[src/rtl/spi_pwm_host_if.sv]
// Command/response handshake between a host-side user and the spi_pwm_host SPI master.
// master = command source, slave = spi_pwm_host.
interface spi_pwm_host_if;
    logic       cmd_valid;
    logic       cmd_ready;
    logic       cmd_write;
    logic [1:0] cmd_addr;
    logic [7:0] cmd_wdata;
    logic       resp_valid;
    logic [7:0] resp_data;
    logic       resp_err;
    logic       busy;

    modport master (
        output cmd_valid, cmd_write, cmd_addr, cmd_wdata,
        input  cmd_ready, resp_valid, resp_data, resp_err, busy
    );

    modport slave (
        input  cmd_valid, cmd_write, cmd_addr, cmd_wdata,
        output cmd_ready, resp_valid, resp_data, resp_err, busy
    );
endinterface

[src/rtl/spi_pwm_host.sv]
// SPI mode-0 master for the 4-channel PWM driver: turns read/write-level commands into byte frames.
// Optional SPI_PWM_WRITE_VERIFY_EN: writes get a third byte and the echoed level is compared with wdata.
module spi_pwm_host #(
    parameter int CLK_DIV = 8,   // clk cycles per sclk half-period, 4..255
    parameter int CS_GAP  = 2    // sclk half-periods of cs_n setup/hold/gap, >= 1
) (
    input  logic           clk,
    input  logic           reset_n,
    spi_pwm_host_if.slave  host_if,
    output logic           sclk,
    output logic           cs_n,
    output logic           mosi,
    input  logic           miso
);

`ifdef SPI_PWM_WRITE_VERIFY_EN
    localparam bit VERIFY = 1'b1;
`else
    localparam bit VERIFY = 1'b0;
`endif

    localparam int CNT_W   = 16;
    localparam int GAP_CYC = CS_GAP * CLK_DIV;

    typedef enum logic [2:0] {
        ST_IDLE,
        ST_CS_SETUP,
        ST_SHIFT_LO,
        ST_SHIFT_HI,
        ST_CS_HOLD,
        ST_CS_GAP
    } state_t;

    state_t     state_q;
    logic [CNT_W-1:0] cnt_q;
    logic [2:0] bit_q;
    logic [1:0] byte_q;
    logic       final_q;
    logic       wr_q;
    logic [1:0] addr_q;
    logic [7:0] wdata_q;
    logic [7:0] rx_q;
    logic       sclk_q;
    logic       cs_n_q;
    logic       mosi_q;
    logic       ready_q;
    logic       resp_valid_q;
    logic [7:0] resp_data_q;
    logic       resp_err_q;
    logic       busy_q;
    logic       miso_s1_q;
    logic       miso_s2_q;

    logic [2:0] bit_d;
    logic [1:0] byte_d;
    logic [1:0] last_byte_d;
    logic [7:0] tx_cur_d;
    logic [7:0] tx_nxt_d;

    function automatic logic [7:0] tx_byte(input logic [1:0] idx, input logic wr,
                                           input logic [1:0] addr, input logic [7:0] wdata);
        logic [7:0] b;
        b = 8'h00;
        case (idx)
            2'd0:    b = {wr, 5'b00000, addr};
            2'd1:    b = wr ? wdata : 8'h00;
            default: b = 8'h00;
        endcase
        return b;
    endfunction

    always_comb begin
        bit_d       = bit_q + 3'd1;
        byte_d      = (bit_q == 3'd7) ? byte_q + 2'd1 : byte_q;
        last_byte_d = (wr_q && VERIFY) ? 2'd2 : 2'd1;
        tx_cur_d    = tx_byte(byte_q, wr_q, addr_q, wdata_q);
        tx_nxt_d    = tx_byte(byte_d, wr_q, addr_q, wdata_q);
    end

    always_ff @(posedge clk or negedge reset_n) begin
        if (!reset_n) begin
            miso_s1_q <= 1'b0;
            miso_s2_q <= 1'b0;
        end else begin
            miso_s1_q <= miso;
            miso_s2_q <= miso_s1_q;
        end
    end

    always_ff @(posedge clk or negedge reset_n) begin
        if (!reset_n) begin
            state_q      <= ST_IDLE;
            cnt_q        <= '0;
            bit_q        <= 3'd0;
            byte_q       <= 2'd0;
            final_q      <= 1'b0;
            wr_q         <= 1'b0;
            addr_q       <= 2'd0;
            wdata_q      <= 8'h00;
            rx_q         <= 8'h00;
            sclk_q       <= 1'b0;
            cs_n_q       <= 1'b1;
            mosi_q       <= 1'b0;
            ready_q      <= 1'b0;
            resp_valid_q <= 1'b0;
            resp_data_q  <= 8'h00;
            resp_err_q   <= 1'b0;
            busy_q       <= 1'b0;
        end else begin
            resp_valid_q <= 1'b0;
            case (state_q)
                ST_IDLE: begin
                    if (ready_q && host_if.cmd_valid) begin
                        wr_q    <= host_if.cmd_write;
                        addr_q  <= host_if.cmd_addr;
                        wdata_q <= host_if.cmd_wdata;
                        ready_q <= 1'b0;
                        busy_q  <= 1'b1;
                        cs_n_q  <= 1'b0;
                        bit_q   <= 3'd0;
                        byte_q  <= 2'd0;
                        final_q <= 1'b0;
                        rx_q    <= 8'h00;
                        cnt_q   <= CNT_W'(GAP_CYC - 1);
                        state_q <= ST_CS_SETUP;
                    end else begin
                        ready_q <= 1'b1;
                    end
                end

                ST_CS_SETUP: begin
                    if (cnt_q == '0) begin
                        mosi_q  <= tx_cur_d[~bit_q];
                        cnt_q   <= CNT_W'(CLK_DIV - 1);
                        state_q <= ST_SHIFT_LO;
                    end else begin
                        cnt_q <= cnt_q - 1'b1;
                    end
                end

                ST_SHIFT_LO: begin
                    if (cnt_q == '0) begin
                        if (final_q) begin
                            cnt_q   <= CNT_W'(GAP_CYC - 1);
                            state_q <= ST_CS_HOLD;
                        end else begin
                            // miso is captured as sclk rises; only the last byte carries data back
                            if (byte_q == last_byte_d)
                                rx_q[bit_q] <= miso_s2_q;
                            sclk_q  <= 1'b1;
                            cnt_q   <= CNT_W'(CLK_DIV - 1);
                            state_q <= ST_SHIFT_HI;
                        end
                    end else begin
                        cnt_q <= cnt_q - 1'b1;
                    end
                end

                ST_SHIFT_HI: begin
                    if (cnt_q == '0) begin
                        sclk_q  <= 1'b0;
                        cnt_q   <= CNT_W'(CLK_DIV - 1);
                        state_q <= ST_SHIFT_LO;
                        // the trailing low phase gives the driver the falling edge it commits on
                        if (bit_q == 3'd7 && byte_q == last_byte_d) begin
                            final_q <= 1'b1;
                            mosi_q  <= 1'b0;
                        end else begin
                            bit_q  <= bit_d;
                            byte_q <= byte_d;
                            mosi_q <= tx_nxt_d[~bit_d];
                        end
                    end else begin
                        cnt_q <= cnt_q - 1'b1;
                    end
                end

                ST_CS_HOLD: begin
                    if (cnt_q == '0) begin
                        cs_n_q       <= 1'b1;
                        final_q      <= 1'b0;
                        busy_q       <= 1'b0;
                        resp_valid_q <= 1'b1;
                        resp_data_q  <= (wr_q && !VERIFY) ? wdata_q : rx_q;
                        resp_err_q   <= VERIFY && wr_q && (rx_q != wdata_q);
                        // one cycle less here because IDLE spends one cycle with cs_n still high
                        cnt_q        <= CNT_W'(GAP_CYC - 2);
                        state_q      <= ST_CS_GAP;
                    end else begin
                        cnt_q <= cnt_q - 1'b1;
                    end
                end

                ST_CS_GAP: begin
                    if (cnt_q == '0) begin
                        ready_q <= 1'b1;
                        state_q <= ST_IDLE;
                    end else begin
                        cnt_q <= cnt_q - 1'b1;
                    end
                end

                default: begin
                    cs_n_q  <= 1'b1;
                    sclk_q  <= 1'b0;
                    mosi_q  <= 1'b0;
                    busy_q  <= 1'b0;
                    state_q <= ST_IDLE;
                end
            endcase
        end
    end

    assign sclk               = sclk_q;
    assign cs_n               = cs_n_q;
    assign mosi               = mosi_q;
    assign host_if.cmd_ready  = ready_q;
    assign host_if.resp_valid = resp_valid_q;
    assign host_if.resp_data  = resp_data_q;
    assign host_if.resp_err   = resp_err_q;
    assign host_if.busy       = busy_q;

endmodule

[src/flat_wrapper.sv]
// flat-port wrapper written by rule: the top's interface ports become plain ports
module spi_pwm_host_flat 
#(
    parameter int CLK_DIV = 8,                                             
    parameter int CS_GAP  = 2                                                     
)
  (clk, reset_n, sclk, cs_n, mosi, miso, host_if_cmd_valid, host_if_cmd_write, host_if_cmd_addr, host_if_cmd_wdata, host_if_cmd_ready, host_if_resp_valid, host_if_resp_data, host_if_resp_err, host_if_busy);
  spi_pwm_host_if host_if_i ();
  input  logic clk;
  input  logic reset_n;
  output logic sclk;
  output logic cs_n;
  output logic mosi;
  input  logic miso;
  input wire logic [$bits(host_if_i.cmd_valid)-1:0] host_if_cmd_valid;
  input wire logic [$bits(host_if_i.cmd_write)-1:0] host_if_cmd_write;
  input wire logic [$bits(host_if_i.cmd_addr)-1:0] host_if_cmd_addr;
  input wire logic [$bits(host_if_i.cmd_wdata)-1:0] host_if_cmd_wdata;
  output wire logic [$bits(host_if_i.cmd_ready)-1:0] host_if_cmd_ready;
  output wire logic [$bits(host_if_i.resp_valid)-1:0] host_if_resp_valid;
  output wire logic [$bits(host_if_i.resp_data)-1:0] host_if_resp_data;
  output wire logic [$bits(host_if_i.resp_err)-1:0] host_if_resp_err;
  output wire logic [$bits(host_if_i.busy)-1:0] host_if_busy;
  assign host_if_i.cmd_valid = host_if_cmd_valid;
  assign host_if_i.cmd_write = host_if_cmd_write;
  assign host_if_i.cmd_addr = host_if_cmd_addr;
  assign host_if_i.cmd_wdata = host_if_cmd_wdata;
  assign host_if_cmd_ready = host_if_i.cmd_ready;
  assign host_if_resp_valid = host_if_i.resp_valid;
  assign host_if_resp_data = host_if_i.resp_data;
  assign host_if_resp_err = host_if_i.resp_err;
  assign host_if_busy = host_if_i.busy;
  spi_pwm_host #(.CLK_DIV(CLK_DIV), .CS_GAP(CS_GAP)) u_core (.clk(clk), .reset_n(reset_n), .host_if(host_if_i), .sclk(sclk), .cs_n(cs_n), .mosi(mosi), .miso(miso));
endmodule
[config.mk]
export PLATFORM = sky130hd
export DESIGN_NAME = spi_pwm_host_flat
export DESIGN_NICKNAME = d
export VERILOG_FILES = /design/src/rtl/spi_pwm_host_if.sv /design/src/rtl/spi_pwm_host.sv /design/src/flat_wrapper.sv
export SDC_FILE = /design/constraint.sdc
export NUM_CORES = 1
export LEC_CHECK = 0
export BUFFER_PORTS_ARGS = -buffer_cell sky130_fd_sc_hd__buf_2
export CAP_MARGIN = 0
export CORE_ASPECT_RATIO = 0.8
export CORE_UTILIZATION = 30
export DETAILED_ROUTE_END_ITERATION = 12
export GPL_TIMING_DRIVEN = 0
export SKIP_LAST_GASP = 1
export SYNTH_ARGS = -nofsm -noshare
export SYNTH_HDL_FRONTEND = slang
export SYNTH_SLANG_ARGS = --single-unit
[constraint.sdc]
create_clock -name clk -period 2.1 [get_ports clk]
set_input_delay 0.21 -clock clk [delete_from_list [all_inputs] [get_ports clk]]
set_output_delay 0.21 -clock clk [all_outputs]
set_load 0.005 [all_outputs]
==> out/qor.csv <==
stage;metric;value;unit
status;run_status;complete, but fails checks;
status;violations;hold timing;
yosys;synth-seq-cells;60;
yosys;synth_area;3503;um^2
grt;grt.total_usage;0.1692;
floorplanning;die_h;98.66;um
placement;portBuffers;28;
worst_setup_path;worst_r2r_path_depth;8;
grt;first_global_vias;3087;
yosys;syn_nets;407;
detailed_routing;first_iter_violations;301;
floorplanning;io_pins;30;
detailed_routing;drc;0;
clock_network;cts_made_buffers;9;
sta;maxSlewHeadroom;0.4431;
yosys;synthDistinctLibCells;68;
worst_setup_path;required;2290;ps
sta;layout_worst_path_cycle_share;0.9798;
placement;pre_cts_slack;-321.6;ps
grt;grt_max_degree;61;
layout;final_util;0.4062;
yosys;seq_area_frac_synth;0.4289;
worst_setup_path;arrival;2250;ps
worst_setup_path;reg2reg_slack;40;ps
worst_setup_path;crit_path_max_fanout;6;
detailed_routing;routed_wl;9628;um
sta;worstMarginPinSlew;835.3;ps
sta;clock.fmax;486.0;MHz
sta;whs;-41.40;ps
layout;final_layout_size_suffix_gt1_frac;0.2838;
clock_network;root_buffer;clkbuf_16;
floorplanning;core_area;11100;um^2
sta;hold_viol;59;
clock_network;cts_num_sinks;60;
grt;grt_pass1_wl;16120;um
sta;period_minus_slack;2058;ps
worst_setup_path;startpoint_type;flip-flop;
detailed_routing;vias_per_cell;5.505;
floorplanning;die_w;122.8;um
yosys;ys.flop_type;dfrtp_1;
yosys;yosys_warnings;0;
pwr;p_per_area;1234;nW/um^2
worst_setup_path;path_class;reg2reg;
clock_network;clkLatencyLatePin;330;ps
sta;setup_viol;0;
clock_network;cts.clk_slew.worst_paths;50;ps
placement;gp_congestion;0.8588;
pwr;total_leakage_power;1.883;nW
detailed_routing;wl_per_cell;16.37;um
sta;finalMaxSlewViolations;0;
sta;layout_setup_ws;42.49;ps
run;maxCapViolCount;0;
worst_setup_path;end_kind;flip-flop;
floorplanning;start_util;0.3155;
yosys;syn_area_per_cell;9.076;um^2
pwr;ir_worst_vdd;376.0;uV
sta;fin_worst_skew;7.419;ps
yosys;synthArstFlopShare;1.000;
yosys;netlist_instances;386;
layout;nets;460;
yosys;synth-edff-count;0;
detailed_routing;firstDrtPassIters;5;
layout;syn_to_final_growth;28.75;%
detailed_routing;ant_nets;0;
clock_network;htreeDepth;3;
clock_network;cts_tree;done;
grt;antenna_found_initial;0;
hold_path;hold_path.class;in2async;
placement;hpwl;6450;um
detailed_routing;num_vias;3237;
layout;antenna_cells;0;
grt;grt_overflow_total;0;
clock_network;cts.path.max_buffers;2;
floorplanning;std_cell_rows;34;
floorplanning;dieArea;12120;um^2
worst_setup_path;timing.rr.end;u_core.mosi$_DFFE_PN0P_;
worst_setup_path;reg2reg_from;u_core.bit_q[0]$_DFFE_PN0P_;
## how the worst max path moves through the flow
stage,from,end,slack [ps],cells past startpoint
floorplan,u_core.byte_q[0]$_DFFE_PN0P_,u_core.mosi$_DFFE_PN0P_,40,8
detailed placement,u_core.cnt_q[0]$_DFFE_PN0P_,u_core.cnt_q[10]$_DFFE_PN0P_,-320,8
global route,u_core.cnt_q[1]$_DFFE_PN0P_,u_core.cnt_q[12]$_DFFE_PN0P_,-40,9
CTS,u_core.cnt_q[1]$_DFFE_PN0P_,u_core.cnt_q[2]$_DFFE_PN0P_,1,9
global placement,u_core.cnt_q[0]$_DFFE_PN0P_,u_core.cnt_q[7]$_DFFE_PN0P_,-310,8
finish,u_core.bit_q[0]$_DFFE_PN0P_,u_core.mosi$_DFFE_PN0P_,40,8
## critical path, stage by stage (launching register included)
cell and delay [ps]:
dfrtp_1 400, ha_2 190, ha_4 170, clkbuf_8 150
nor2b_4 130, a311oi_1 290, a221oi_2 120, o311ai_2 320
a31oi_1 130
## kinds of logic (layout without fill, tap and decap cells)
logic type,Yosys count,count (layout),share of synthesized area
compound gates,121,121,0.2339
other cells,1,1,0.001070
mux,13,13,0.03786
buf+inv,35,93,0.04250
simple gates,147,147,0.2268
flops,60,60,0.4289
xor+xnor,3,3,0.007501
fa+ha+maj,6,6,0.02143
## cells in the final DEF, fill, tap and decap left out, types with 4 or more instances in the layout
cell       Yosys  layout
nor3_1         7       5
o21ai_1       16      16
and3_1         5       4
dfrtp_1       59      58
o2bb2ai_1      5       5
o221ai_1       4       4
nor2_1        26      24
or4_1          4       4
a21oi_1       27      25
clkbuf_16      0       9
o21a_1         5       4
mux2i_1       11      11
a22oi_1        6       6
clkbuf_1      14       9
inv_1          9       7
nand2b_1       6       6
nand2_1       61      60
buf_4          3      17
buf_2          5      29
buf_6          0       4
a31oi_1       14      14
o31ai_2        0       4
inv_2          3       5
o31ai_1       17      13
nand3_1       11      11
## final cells by class
| type | count | area, um^2 |
|---|---|---|
| buffer | 21 | 133.9 |
| clock buffer | 10 | 239.0 |
| clock inverter | 6 | 63.81 |
| fill | 1070 | 6593 |
| inverter | 12 | 45.04 |
| multi-input combinational | 291 | 2076 |
| sequential | 60 | 1504 |
| tap | 144 | 180.2 |
| timing repair buffer | 44 | 269.0 |
## power by group
part           switching, mW  internal [mW]
combinational           1.21          0.918
clock                  0.546          0.947
sequential             0.455           1.50
## Yosys cell counts, types with 2 or more instances
| cell type | instances | area (um^2) |
|---|---|---|
| o21ai_0 | 5 | 25.02 |
| nor4_1 | 2 | 12.51 |
| o2bb2ai_1 | 5 | 43.79 |
| mux2i_1 | 11 | 110.1 |
| nand2_1 | 61 | 229.0 |
| nor3_1 | 7 | 35.03 |
| or4_1 | 4 | 30.03 |
| inv_2 | 3 | 11.26 |
| o22ai_1 | 2 | 12.51 |
| nor4bb_1 | 2 | 20.02 |
| o31ai_1 | 17 | 127.6 |
| and4_1 | 2 | 17.52 |
| nor4b_1 | 2 | 17.52 |
| clkbuf_1 | 14 | 52.55 |
| o21a_1 | 5 | 37.54 |
| buf_2 | 5 | 25.02 |
| o41ai_1 | 3 | 26.28 |
| a22oi_1 | 6 | 45.04 |
| buf_4 | 3 | 22.52 |
| and3_1 | 5 | 31.28 |
| nand3_1 | 11 | 55.05 |
| xor2_1 | 2 | 17.52 |
| o21ai_1 | 16 | 80.08 |
| or3b_1 | 2 | 17.52 |
| a31oi_1 | 14 | 87.58 |
| or2_2 | 2 | 12.51 |
| dfrtp_1 | 59 | 1476 |
| nor2_1 | 26 | 97.59 |
| ha_1 | 6 | 75.07 |
| o211ai_1 | 3 | 22.52 |
| a21oi_1 | 27 | 135.1 |
| a311oi_1 | 2 | 17.52 |
| nand2b_1 | 6 | 37.54 |
| inv_1 | 9 | 33.78 |
| o221ai_1 | 4 | 35.03 |
## repair_timing
item                                    CTS  global route
pin swaps                                 7            12
hold buffers                              1             0
buffers inserted                          9             7
endpoints found under the hold margin     1             0
endpoints found under the setup margin   44            42
resized for setup                        23            42
## registers in the layout, summed over array words and instances (netlist names), 2 cells and up
register,count
u_core.byte_q,2
u_core.rx_q,8
u_core.host_if.resp_data,8
u_core.addr_q,2
u_core.state_q,3
u_core.wdata_q,8
u_core.cnt_q,16
u_core.bit_q,3
## metrics by stage
step	hold slack [ps]	power [mW]	cells	setup TNS (ps)	area, um^2
finish	-41.40	5.567	588	0	4511
floorplan	-85.59	3.156	386	0	3503
global route	37.53	5.905	588	-164.5	4511
global placement	324.9	3.645	558	-5986	3824
CTS	66.72	5.300	583	0	4314
detailed placement	330.2	3.674	558	-6941	3824
## layer usage
metal	share of wire	track usage	up-vias
met5	0	0	-
met4	0.022	0.06379	0
met3	0.051	0.02720	17
met2	0.44	0.2385	86
met1	0.49	0.2559	1590
li1	-	-	1544
No activity file was read; power rests on OpenSTA's default activity.
